## config.mk

```make
export PLATFORM = sky130hd
export DESIGN_NAME = rstack_ctrl
export DESIGN_NICKNAME = d
export VERILOG_FILES = /design/src/rtl/rstack_ctrl.sv
export SDC_FILE = /design/constraint.sdc
export NUM_CORES = 1
export LEC_CHECK = 0
export ABC_AREA = 1
export CAP_MARGIN = 30
export CORE_MARGIN = 2
export CORE_UTILIZATION = 41
export CTS_BUF_LIST = sky130_fd_sc_hd__clkbuf_4 sky130_fd_sc_hd__clkbuf_8
export DETAILED_ROUTE_END_ITERATION = 8
export PLACE_DENSITY_LB_ADDON = 0.2
export SLEW_MARGIN = 20
export SYNTH_ARGS = -nofsm -noshare
export SYNTH_HDL_FRONTEND = slang
export SYNTH_SLANG_ARGS = --single-unit
```

## constraint.sdc

```tcl
create_clock -name clk -period 2 [get_ports clk]
set_input_delay 0.4 -clock clk [delete_from_list [all_inputs] [get_ports clk]]
set_output_delay 0.4 -clock clk [all_outputs]
set_load 0.01 [all_outputs]
```

## src/rtl/rstack_ctrl.sv

```systemverilog
// rstack_ctrl: return-stack controller with the top entry held in a register
// and deeper entries spilled to an async-read / sync-write memory.
`default_nettype none

module rstack_ctrl #(
  parameter int WIDTH      = 13,
  parameter int SIZE       = 8192,
  parameter int DATA_WIDTH = 16
) (
  input  logic                  clk,
  input  logic                  reset,
  input  logic                  push,
  input  logic                  pop,
  input  logic [DATA_WIDTH-1:0] push_data,
  input  logic                  clear_err,
  output logic [DATA_WIDTH-1:0] top,
  output logic [WIDTH:0]        depth,
  output logic                  empty,
  output logic                  full,
  output logic                  overflow,
  output logic                  underflow,
  output logic [WIDTH-1:0]      mem_dout_addr,
  input  logic [DATA_WIDTH-1:0] mem_dout,
  output logic                  we,
  output logic [WIDTH-1:0]      mem_din_addr,
  output logic [DATA_WIDTH-1:0] mem_din
);

  localparam logic [WIDTH:0]   DEPTH_MAX = (WIDTH+1)'(SIZE);
  localparam logic [WIDTH:0]   DEPTH_ONE = (WIDTH+1)'(1);
  localparam logic [WIDTH:0]   DEPTH_TWO = (WIDTH+1)'(2);
  localparam logic [WIDTH-1:0] ADDR_ONE  = WIDTH'(1);
  localparam logic [WIDTH-1:0] ADDR_TWO  = WIDTH'(2);

  logic [DATA_WIDTH-1:0] tos_q, tos_d;
  logic [WIDTH:0]        depth_q, depth_d;
  logic                  ovf_q, ovf_d;
  logic                  unf_q, unf_d;

  logic                  is_empty;
  logic                  is_full;
  logic [WIDTH-1:0]      addr_m1;
  logic [WIDTH-1:0]      addr_m2;

  assign is_empty = (depth_q == '0);
  assign is_full  = (depth_q == DEPTH_MAX);

  // Address arithmetic is done modulo 2**WIDTH; results are only used while
  // depth is large enough that they never wrap.
  assign addr_m1 = depth_q[WIDTH-1:0] - ADDR_ONE;
  assign addr_m2 = depth_q[WIDTH-1:0] - ADDR_TWO;

  assign mem_dout_addr = (depth_q >= DEPTH_TWO) ? addr_m2 : '0;
  assign mem_din_addr  = is_empty ? '0 : addr_m1;
  assign mem_din       = tos_q;
  assign we            = push & ~pop & ~is_empty & ~is_full;

  assign top       = tos_q;
  assign depth     = depth_q;
  assign empty     = is_empty;
  assign full      = is_full;
  assign overflow  = ovf_q;
  assign underflow = unf_q;

  always_comb begin
    tos_d   = tos_q;
    depth_d = depth_q;
    // Clear first so a rejection in the same cycle leaves its flag set.
    ovf_d   = ovf_q & ~clear_err;
    unf_d   = unf_q & ~clear_err;

    if (push && pop) begin
      if (is_empty) begin
        unf_d = 1'b1;
      end else begin
        tos_d = push_data;
      end
    end else if (push) begin
      if (is_full) begin
        ovf_d = 1'b1;
      end else begin
        tos_d   = push_data;
        depth_d = depth_q + DEPTH_ONE;
      end
    end else if (pop) begin
      if (is_empty) begin
        unf_d = 1'b1;
      end else if (depth_q == DEPTH_ONE) begin
        tos_d   = '0;
        depth_d = '0;
      end else begin
        tos_d   = mem_dout;
        depth_d = depth_q - DEPTH_ONE;
      end
    end
  end

  always_ff @(posedge clk or posedge reset) begin
    if (reset) begin
      tos_q   <= '0;
      depth_q <= '0;
      ovf_q   <= 1'b0;
      unf_q   <= 1'b0;
    end else begin
      tos_q   <= tos_d;
      depth_q <= depth_d;
      ovf_q   <= ovf_d;
      unf_q   <= unf_d;
    end
  end

endmodule

`default_nettype wire
```

* Yosys cells after proc, flatten, opt, wreduce, memory -nomap -nowiden
Index checks and enable logic that the tools add are counted.
** Word-level totals
- Register bits after elaboration :: 32
- Input bits :: 37
- Output and inout port bits :: 77
- Word-level logic and storage cells :: 52
** Operators by class
- Add/subtract/negate cells :: 4
- Order comparisons :: 1
- Equal/unequal tests :: 6
- Muxes and demuxes :: 21
- Bitwise operators :: 10
- Reduce and logical (&&, ||, !) cells :: 6
** Operators with widths (count)
- 16-bit two-way mux :: 7
- 14-bit two-way mux :: 5
- 13-bit two-way mux :: 2
- 14-bit by 1-bit adder with 14-bit output, second input constant :: 1
- 14-bit by 1-bit == test with 1-bit output, second input constant :: 1
- 14-bit == test, second input constant :: 1
- 14-bit by 2-bit >= comparator with 1-bit output, second input constant :: 1
- 14-bit zero test :: 1
- 14-bit by 1-bit subtractor with 14-bit output, second input constant :: 1
- 13-bit by 1-bit subtractor with 13-bit output, second input constant :: 1
- 13-bit by 2-bit subtractor with 13-bit output, second input constant :: 1
- 4-bit AND reduction :: 2
- 1-bit two-way mux :: 7
- 2-bit != test, second input constant :: 3
- 1-bit AND :: 5
- 1-bit NOT :: 5
- 3-bit by 2-bit != test with 1-bit output, second input constant :: 1
- 3-bit nonzero test :: 1
- 2-bit nonzero test :: 1
- 1-bit logical AND :: 1

* Depth between registers and ports, before layout
Gate-level depths: netlist of run 1.
- Depth in word-level cells :: 6
- Mapped depth :: 13
- Depth with buffers taken out :: 12

* Worst setup path before layout of run 1
OpenSTA, ideal clock, no wires.
- Path kind :: reg-to-output
- Start :: reg depth_q[1] (netlist: depth[1])
- End :: out mem_din_addr[10]
- Arrival :: 1.625 ns
- Required time :: 1.600 ns
- Path slack :: -0.025 ns
- Cell stages (with the launch flop) :: 9
- Path buffers :: 1
- Path through :: dfrtp_1 > inv_1 > ha_1 > nand2_2 > nor2_2 > nand2_2 > inv_1 > buf_2 > a21oi_1
** On the way
- Longest elaborated chain between the ends :: 2
- Elaborated cells between the ends (all ways) :: 3
- Those cells by class :: 1 x add/sub; 1 x mux; 1 x reduce/logical
** Ends and longest elaborated chain
- from (decl) :: line 36 : logic [WIDTH:0] depth_q, depth_d;
- from (signal assigned) :: line 106 : depth_q <= depth_d;
- 14-bit zero test :: line 45 : assign is_empty = (depth_q == '0);
- net empty :: line 18 : output logic empty,
- 13-bit two-way mux :: line 54 : assign mem_din_addr = is_empty ? '0 : addr_m1;
- to (decl) :: line 25 : output logic [WIDTH-1:0] mem_din_addr,
The timed path passes the listed nets, and every way through them passes these cells.

* Worst setup path after layout of run 1
- Start :: reg depth_q[5] (netlist: depth[5])
- End :: out mem_dout_addr[8]
** On the way
- Longest elaborated chain between the ends :: 2
- Elaborated cells between the ends (all ways) :: 3
- Those cells by class :: 1 x add/sub; 1 x order compare; 1 x mux
** Ends and longest elaborated chain
- 13-bit by 2-bit subtractor with 13-bit output or 14-bit by 2-bit >= comparator with 1-bit output (tied branches) :: line 51, 53
- 13-bit two-way mux (*) :: line 53 : assign mem_dout_addr = (depth_q >= DEPTH_TWO) ? addr_m2 : '0;
- to (decl) :: line 22 : output logic [WIDTH-1:0] mem_dout_addr,
Mark *: on every way between the ends. The rest lies on a longest branch, timed or not.

==> results of run 1 <==
## cell type report
| type | instances | area share |
|---|---|---|
| Clock buffer | 7 | 0.0188 |
| Clock inverter | 1 | 0.00157 |
| Sequential cell | 32 | 0.169 |
| Multi-Input combinational cell | 353 | 0.394 |
| Timing Repair Buffer | 201 | 0.369 |
| Tap cell | 80 | 0.0209 |
| Inverter | 32 | 0.0269 |
## flip-flops by register name, indices dropped and copies added, names as in the netlist
signal	cells
overflow	1
mem_din	16
depth	14
underflow	1
## how the worst max path moves through the flow
stage / start / cells past startpoint / endpoint / slack, ps
after CTS: depth[2] / 10 / mem_dout_addr[11] / -160
after global routing: depth[5] / 9 / mem_dout_addr[8] / -330
final: depth[5] / 9 / mem_dout_addr[8] / -250
after global placement: depth[1] / 9 / mem_din_addr[8] / -310
after floorplan: depth[1] / 8 / mem_din_addr[7] / 30
after detailed placement: depth[1] / 9 / mem_din_addr[8] / -360
## cell usage in the layout (no fill, tap or decap), types with 3 or more instances in the layout
cell type	n
inv_2	8
clkbuf_8	6
nand3_1	17
buf_6	19
xor2_1	9
ha_4	3
nand2_2	13
a21oi_2	4
inv_1	21
clkdlybuf4s50_1	81
nor2_2	10
ha_1	4
nand2_1	210
xnor2_1	3
dlymetal6s2s_1	3
dfrtp_2	6
o21ai_0	6
buf_2	24
nand2_4	8
buf_4	71
nor2_4	13
nor2_1	28
a21oi_1	4
dfrtp_1	26
nand4_1	3
## power by group
group,switching [W],total [W],internal (W)
logic,0.00281,0.00541,0.00260
clock network,0.000277,0.000570,0.000294
registers,0.000211,0.00104,0.000832
total,0.00330,0.00703,0.00373
## timing repair
action	4_1_cts	5_1_grt
buffers inserted	24	6
pin swaps	26	7
gates cloned	0	1
endpoints found under the setup margin	29	58
resized for setup	185	37
hold endpoints to repair	0	0
## worst min-delay path, cell delays in order
cell and delay [ps]:
clkdlybuf4s50_1 390, inv_1 50, buf_4 370
## routing by layer
layer | up-vias | wire length [µm] | global-route usage
met3 | 36 | 710 | 0.0438
met2 | 163 | 5470 | 0.462
met1 | 1708 | 4140 | 0.325
met4 | 0 | 325 | 0.0909
li1 | 1700 | - | -
met5 | - | 0 | 0
## cells by family after synthesis
group / count (synthesis) / synth area share
adders and majority gates: 7 / 0.0314
buffers and inverters: 69 / 0.138
DFF: 32 / 0.287
AOI/OAI and AO/OA: 21 / 0.0421
and+or+nand+nor: 310 / 0.457
xor gates and xnor gates: 14 / 0.0439
## metrics by stage
| step | worst slack (ps) | hold slack (ps) | instances | TNS (ps) | total power, W |
|---|---|---|---|---|---|
| after detailed placement | -359 | 486 | 670 | -7660 | 0.00549 |
| after CTS | -164 | 507 | 699 | -2530 | 0.00647 |
| final | -252 | 492 | 706 | -3940 | 0.00703 |
| after global routing | -330 | 524 | 706 | -5990 | 0.00743 |
| after floorplan | 27.6 | 516 | 453 | 0 | 0.00320 |
| after global placement | -313 | 484 | 670 | -6730 | 0.00542 |
==> results.yml, run 1 <==
cells_and_area:
  multi_input_area_um2: 1890
  drive_above_1_share: 0.324
  areaGrowthSynthToFinish_pct: 71.4
  final_nets: 669
  seq_area_um2: 808
  antenna_cells: 0
  final_util: 0.716
  fillers: 540
  final_area_um2: 4790
drt:
  routed_wl_mm: 10.6
  viasPerCell: 5.11
  dr.pass1.iters: 5
  route.vias.total: 3607
  wl_per_cell_um: 15.1
  drt_iter0_markers: 176
  drc_errors: 0
  ant_nets: 0
placement:
  dp_hpwl_mm: 6.70
  place.gp.congestion: 0.923
  place_area_um2: 4240
  numPortBuffers: 113
setup_path:
  crit_type: "reg2out"
  worstPathMaxFanout: 5
  start_kind: "flop"
  arrival_ps: 1850
  critical_path_buf_inv_count: 3
  slowest_delay_ps: 450
  r2r-end: "depth[13]"
  worstReg2RegStart: "depth[0]"
  reg2reg_depth: 14
  critPathSlowestCell: "dfrtp_2"
  crit_family: "simple AND/OR/NAND/NOR gates"
  cp.required_ps: 1600
  reg2reg_slack_ps: 80
  critPathCaptureType: "output port"
  crit_chain: "nor2_4 -> nand2_2 -> nor2_4 -> nand2_2 -> nor3_4 -> buf_6 -> buf_6 -> nor2_1 -> buf_2"
yosys:
  synth_flop_cell: "dfrtp_1"
  yosys.area.top_type: "nand2_1"
  synth.most_common_cell: "nand2_1"
  syn_area_per_cell_um2: 6.16
  synth_common_cells: "nand2_1, nor2_1, dfrtp_1, inv_1, buf_4"
  synth_cell_type_count: 28
  yosysWarnings: 0
  synth_seq_area_share: 0.287
  netlist_area_um2: 2790
  netlist_instances: 453
  synth_top_cell_area_share: 0.301
  async_reset_ff_frac: 1.00
  synth_nets: 497
  netlist_top_cells_area: "nand2_1, dfrtp_1, buf_4, nor2_1, inv_1"
  synth_edf_count: 0
  ys_seq_elements: 32
timing:
  tightest_slew_ps: 437
  max_freq_ghz: 0.444
  finalCritPeriodShare: 1.13
  setup_viol: 29
  setup_slack_ps: -252
  relSlewSlack: 0.709
  rsz0062_at_grt: "true"
  slew_violations: 0
  period_needed_ps: 2250
  hold_viol: 0
  clock_skew_ps: 8.68
clock_tree:
  cts_buffers: 5
  cts_root_buffer: "clkbuf_8"
  clkSinkCount: 32
  path_clk_slew_ps: 70
  cts_max_level: 2
  worst_skew_pair.late_latency_ps: 300
  cts_tree: "yes"
  cts_buffer_depth: 2
  cts.hold.buffers_added: 0
floorplan:
  core.rowCount: 30
  die_height_um: 86.5
  initial_core_util: 0.418
  coreArea_um2: 6680
  fp.dieW_um: 86.5
  ios: 114
  die-area_um2: 7490
global_route:
  antenna_found_initial: 0
  grt_pass1_vias: 3285
  grt_max_degree: 33
  grt_overflow_total: 0
  grt_first_pass_wirelength_mm: 15.5
  grt_use_total: 0.263
worst_hold_path:
  hp-class: "in2async"
outcome:
  status: "finished with violations"
  violations: "negative setup slack"
power_and_ir_drop:
  power.leakage_nw: 2.51
  ir_worst_vdd_mv: 0.821
  power_density_nw_per_um2: 1470
flow_run:
  maxCapViolations: 0
Power figures use the tool's default switching activity.
==> run 2: changes to the inputs <==
--- a/config.mk
+++ b/config.mk
@@ -12,7 +12,8 @@
 export CTS_BUF_LIST = sky130_fd_sc_hd__clkbuf_4 sky130_fd_sc_hd__clkbuf_8
 export DETAILED_ROUTE_END_ITERATION = 8
 export PLACE_DENSITY_LB_ADDON = 0.2
-export SLEW_MARGIN = 20
+export REMOVE_ABC_BUFFERS = 1
+export SLEW_MARGIN = 15
 export SYNTH_ARGS = -nofsm -noshare
 export SYNTH_HDL_FRONTEND = slang
 export SYNTH_SLANG_ARGS = --single-unit
==> results.yml, run 2 (synthesis results as in run 1) <==
drt:
  dr.pass1.iters: 5
  routed_wl_mm: 11.1
  ant_nets: 0
  viasPerCell: 5.20
  drt_iter0_markers: 457
  wl_per_cell_um: 15.6
  drc_errors: 0
  route.vias.total: 3714
timing:
  slew_violations: 0
  setup_slack_ps: -328
  max_freq_ghz: 0.429
  setup_viol: 29
  clock_skew_ps: 3.74
  relSlewSlack: 0.712
  tightest_slew_ps: 432
  finalCritPeriodShare: 1.16
  hold_viol: 0
  period_needed_ps: 2330
  tns_ps: -7330
  rsz0062_at_grt: "true"
  hold_slack_ps: 506
outcome:
  violations: "negative setup slack"
  status: "finished with violations"
setup_path:
  start_kind: "flop"
  worstReg2RegStart: "depth[5]"
  cp.required_ps: 1600
  worstPathMaxFanout: 6
  cp-endpoint: "mem_dout_addr[10]"
  r2r-end: "depth[7]"
  reg2reg_depth: 13
  crit_type: "reg2out"
  arrival_ps: 1930
  startpoint: "depth[2]"
  reg2reg_slack_ps: 10
  critPathCaptureType: "output port"
global_route:
  antenna_found_initial: 0
  grt_use_total: 0.265
  grt_pass1_vias: 3348
  grt_first_pass_wirelength_mm: 15.8
  grt_overflow_total: 0
  grt_max_degree: 33
cells_and_area:
  final_area_um2: 4890
  final_nets: 677
  drive_above_1_share: 0.315
  fillers: 515
  antenna_cells: 0
  largest_register_ffs: 16
  final_cell_mix: "nand2_1, clkdlybuf4s50_1, buf_4"
  areaGrowthSynthToFinish_pct: 75.0
  final_common_cell: "nand2_1"
floorplan:
  coreArea_um2: 6680
  initial_core_util: 0.418
  die_height_um: 86.5
  die-area_um2: 7490
  fp.dieW_um: 86.5
  core.rowCount: 30
  ios: 114
flow_run:
  maxCapViolations: 0
clock_tree:
  cts.hold.buffers_added: 0
  cts_buffer_depth: 2
  clkSinkCount: 32
  cts_tree: "yes"
  cts_root_buffer: "clkbuf_8"
  cts_buffers: 5
  worst_skew_pair.late_latency_ps: 290
  path_clk_slew_ps: 70
  cts_max_level: 2
placement:
  dpl_worst_slack_ps: -307
  numPortBuffers: 113
  place.gp.congestion: 0.948
  place_area_um2: 4300
  dp_hpwl_mm: 6.75
power_and_ir_drop:
  pwr-share-clk: 0.090
  p_int_w: 0.00385
  p_sw_frac: 0.459
  p_switching_w: 0.00327
  ir_worst_vdd_mv: 1.07
  combPwrFrac: 0.765
  power_density_nw_per_um2: 1460
  seqPwrFrac: 0.145
  power.leakage_nw: 2.54
  total_power_w: 0.00713
worst_hold_path:
  hp-class: "in2async"
==> run 2: metrics by stage <==
| step | util | cells |
|---|---|---|
| 6_report | 0.732 | 714 |
| 4_1_cts | 0.698 | 705 |
| 5_1_grt | 0.732 | 714 |
| 2_1_floorplan | - | 416 |
| 3_5_place_dp | 0.644 | 678 |
| 3_3_place_gp | 0.644 | 678 |
==> run 2: power groups by stage <==
| stage | clock [W] | combinational [W] | sequential [W] |
|---|---|---|---|
| 3_5_place_dp | 0 | 0.00455 | 0.00101 |
| 5_1_grt | 0.000673 | 0.00577 | 0.00106 |
| 2_1_floorplan | 0 | 0.00170 | 0.00123 |
| 4_1_cts | 0.000644 | 0.00484 | 0.00102 |
| 3_3_place_gp | 0 | 0.00453 | 0.00100 |
| 6_report | 0.000641 | 0.00545 | 0.00103 |
==> run 2: final cells by class <==
cell class	instances	area, µm²	area share
inverters	32	128	0.0261
well taps	80	100	0.0205
clock inverters	2	35.0	0.00717
multi-input cells	353	1860	0.381
repair buffers	209	1880	0.384
flip-flops and latches	32	806	0.165
clock buffers	6	76.3	0.0156
==> run 2: how the worst min path moves through the flow <==
stage	to	cells after the start
6_report	mem_din[11]	3
5_1_grt	underflow	1
4_1_cts	mem_din[14]	2
3_5_place_dp	mem_din[14]	2
3_3_place_gp	mem_din[9]	2
2_1_floorplan	depth[0]	1
==> run 2: critical path: stages, from the launching register on <==
cell     delay (ps)
dfrtp_1         420
buf_6           140
nor2_4           90
nand2_2          90
nor2_4          130
nand2_4          80
nor3_4          230
buf_6           170
buf_6           100
nor3_2           30
buf_2           150
==> run 2: per-layer routing <==
layer	wire length, µm	track usage	vias to the layer above
met5	0	0	-
met4	317	0.0810	0
met3	748	0.0333	39
met2	5480	0.452	194
li1	-	-	1728
met1	4600	0.351	1753
==> run 2: repair_timing <==
item / 4_1_cts / 5_1_grt
pin swaps: 20 / 7
setup endpoints to repair: 29 / 59
resized for setup: 161 / 39
gates cloned: 1 / 3
setup buffers: 18 / 7
==> run 3: changes to the inputs <==
--- a/config.mk
+++ b/config.mk
@@ -11,9 +11,10 @@
 export CORE_UTILIZATION = 41
 export CTS_BUF_LIST = sky130_fd_sc_hd__clkbuf_4 sky130_fd_sc_hd__clkbuf_8
 export DETAILED_ROUTE_END_ITERATION = 8
+export GPL_ROUTABILITY_DRIVEN = 0
+export GPL_TIMING_DRIVEN = 0
 export PLACE_DENSITY_LB_ADDON = 0.2
 export REMOVE_ABC_BUFFERS = 1
-export SLEW_MARGIN = 15
 export SYNTH_ARGS = -nofsm -noshare
 export SYNTH_HDL_FRONTEND = slang
 export SYNTH_SLANG_ARGS = --single-unit
==> results.yml, run 3 (synthesis results as in run 1) <==
outcome:
  status: "finished with violations"
  violations: "negative setup slack"
timing:
  finalCritPeriodShare: 1.13
  setup_slack_ps: -260
  period_needed_ps: 2260
  max_freq_ghz: 0.442
  tns_ps: -5440
  relSlewSlack: 0.661
  hold_viol: 0
  rsz0062_at_grt: "true"
  clock_skew_ps: 6.55
  setup_viol: 29
  tightest_slew_ps: 509
  hold_slack_ps: 438
  slew_violations: 0
setup_path:
  cp.required_ps: 1600
  startpoint: "depth[0]"
  reg2reg_depth: 16
  reg2reg_slack_ps: -60
  r2r-end: "depth[7]"
  crit_type: "reg2out"
  worstReg2RegStart: "depth[2]"
  cp-endpoint: "mem_din_addr[12]"
  start_kind: "flop"
  critPathCaptureType: "output port"
  arrival_ps: 1860
  worstPathMaxFanout: 6
floorplan:
  core.rowCount: 30
  die-area_um2: 7490
  fp.dieW_um: 86.5
  coreArea_um2: 6680
  ios: 114
  initial_core_util: 0.418
  die_height_um: 86.5
drt:
  met3_length_um: 702
  ant_nets: 0
  top_layer: "met4"
  viasPerCell: 5.20
  dr.pass1.iters: 5
  wl_met1_mm: 4.03
  route.vias.total: 3529
  routed_wl_mm: 10.5
  wl_met2_mm: 5.46
  drt_iter0_markers: 261
  wl_per_cell_um: 15.5
  drc_errors: 0
cells_and_area:
  final_area_um2: 4670
  final_cell_mix: "nand2_1, clkdlybuf4s50_1, buf_4"
  areaGrowthSynthToFinish_pct: 67.1
  fin_cells: 679
  antenna_cells: 0
  final_nets: 642
  fillers: 510
  largest_register_ffs: 16
  final_common_cell: "nand2_1"
  drive_above_1_share: 0.307
clock_tree:
  cts_buffers: 5
  cts.hold.buffers_added: 0
  clkSinkCount: 32
  worst_skew_pair.late_latency_ps: 280
  cts_max_level: 2
  cts_tree: "yes"
  path_clk_slew_ps: 70
  cts_root_buffer: "clkbuf_8"
  cts_buffer_depth: 2
power_and_ir_drop:
  ir_worst_vdd_mv: 0.951
  total_power_w: 0.00669
  power.leakage_nw: 2.36
  power_density_nw_per_um2: 1430
global_route:
  grt_use_total: 0.260
  grt_pass1_vias: 3203
  antenna_found_initial: 0
  grt_overflow_total: 0
  grt_first_pass_wirelength_mm: 15.4
  grt_max_degree: 27
placement:
  placed_cells: 611
  numPortBuffers: 113
  dp_hpwl_mm: 5.95
  place_area_um2: 3800
worst_hold_path:
  hp-class: "in2async"
flow_run:
  maxCapViolations: 0
==> run 3: cell count changes in the layout (fill, tap and decap cells not counted), sizes merged <==
cell	change
clkdlybuf4s50	-1
buf	-27
clkbuf	-3
clkinvlp	+1
nand2	-1
dlygate4sd2	-2
clkdlybuf4s15	-2
==> run 3: cell type report <==
cell class | count | area (µm²) | area share
timing repair buffer | 174 | 1580 | 0.338
multi-input combinational | 352 | 1900 | 0.408
sequential | 32 | 818 | 0.175
tap | 80 | 100 | 0.0215
clock inverter | 2 | 35.0 | 0.00751
inverter | 32 | 149 | 0.0319
timing repair inverter | 1 | 8.76 | 0.00188
clock buffer | 6 | 76.3 | 0.0164
==> run 3: worst max-delay path, cell delays in order, from the launching register on <==
cell and delay [ps]:
dfrtp_2 400, inv_4 60, ha_4 170, nand2_4 110
nor2_4 50, nand2_2 110, clkinvlp_4 140, buf_12 160
buf_4 130, a21oi_2 100, buf_2 160
==> run 3: worst min-delay path by stage <==
stage | startpoint | end | slack (ps) | cells past startpoint
6_report | reset | mem_din[11] | 440 | 2
5_1_grt | reset | mem_din[11] | 480 | 2
4_1_cts | reset | mem_din[11] | 450 | 2
3_5_place_dp | mem_din[9] | mem_din[9] | 490 | 2
3_3_place_gp | mem_din[9] | mem_din[9] | 480 | 2
2_1_floorplan | reset | depth[0] | 520 | 1
==> run 3: repair_timing <==
item / CTS / global route
gates resized for setup: 197 / 35
hold endpoints to repair: 0 / 0
endpoints found under the setup margin: 60 / 59
pin swaps: 21 / 5
cloned: 1 / 1
setup buffers: 51 / 7
==> run 3: metal layers <==
layer  up-vias  track usage
met5         -            0
met2       188        0.448
met1      1645        0.330
met4         0       0.0980
met3        43       0.0362
li1       1653            -
==> run 3: where the power goes <==
part           total (W)  internal [W]  leakage [nW]  switching, W
registers        0.00107      0.000841         0.386      0.000233
clock network   0.000632      0.000383        0.0586      0.000249
logic            0.00498       0.00231          1.91       0.00267
total            0.00669       0.00354          2.36       0.00315
==> run 3: through the flow <==
| stage | utilization | setup slack, ps |
|---|---|---|
| finish | 0.698 | -260 |
| detailed placement | 0.569 | -1000 |
| CTS | 0.671 | -183 |
| floorplan | - | -28.5 |
| global placement | 0.563 | -1380 |
| global route | 0.698 | -315 |
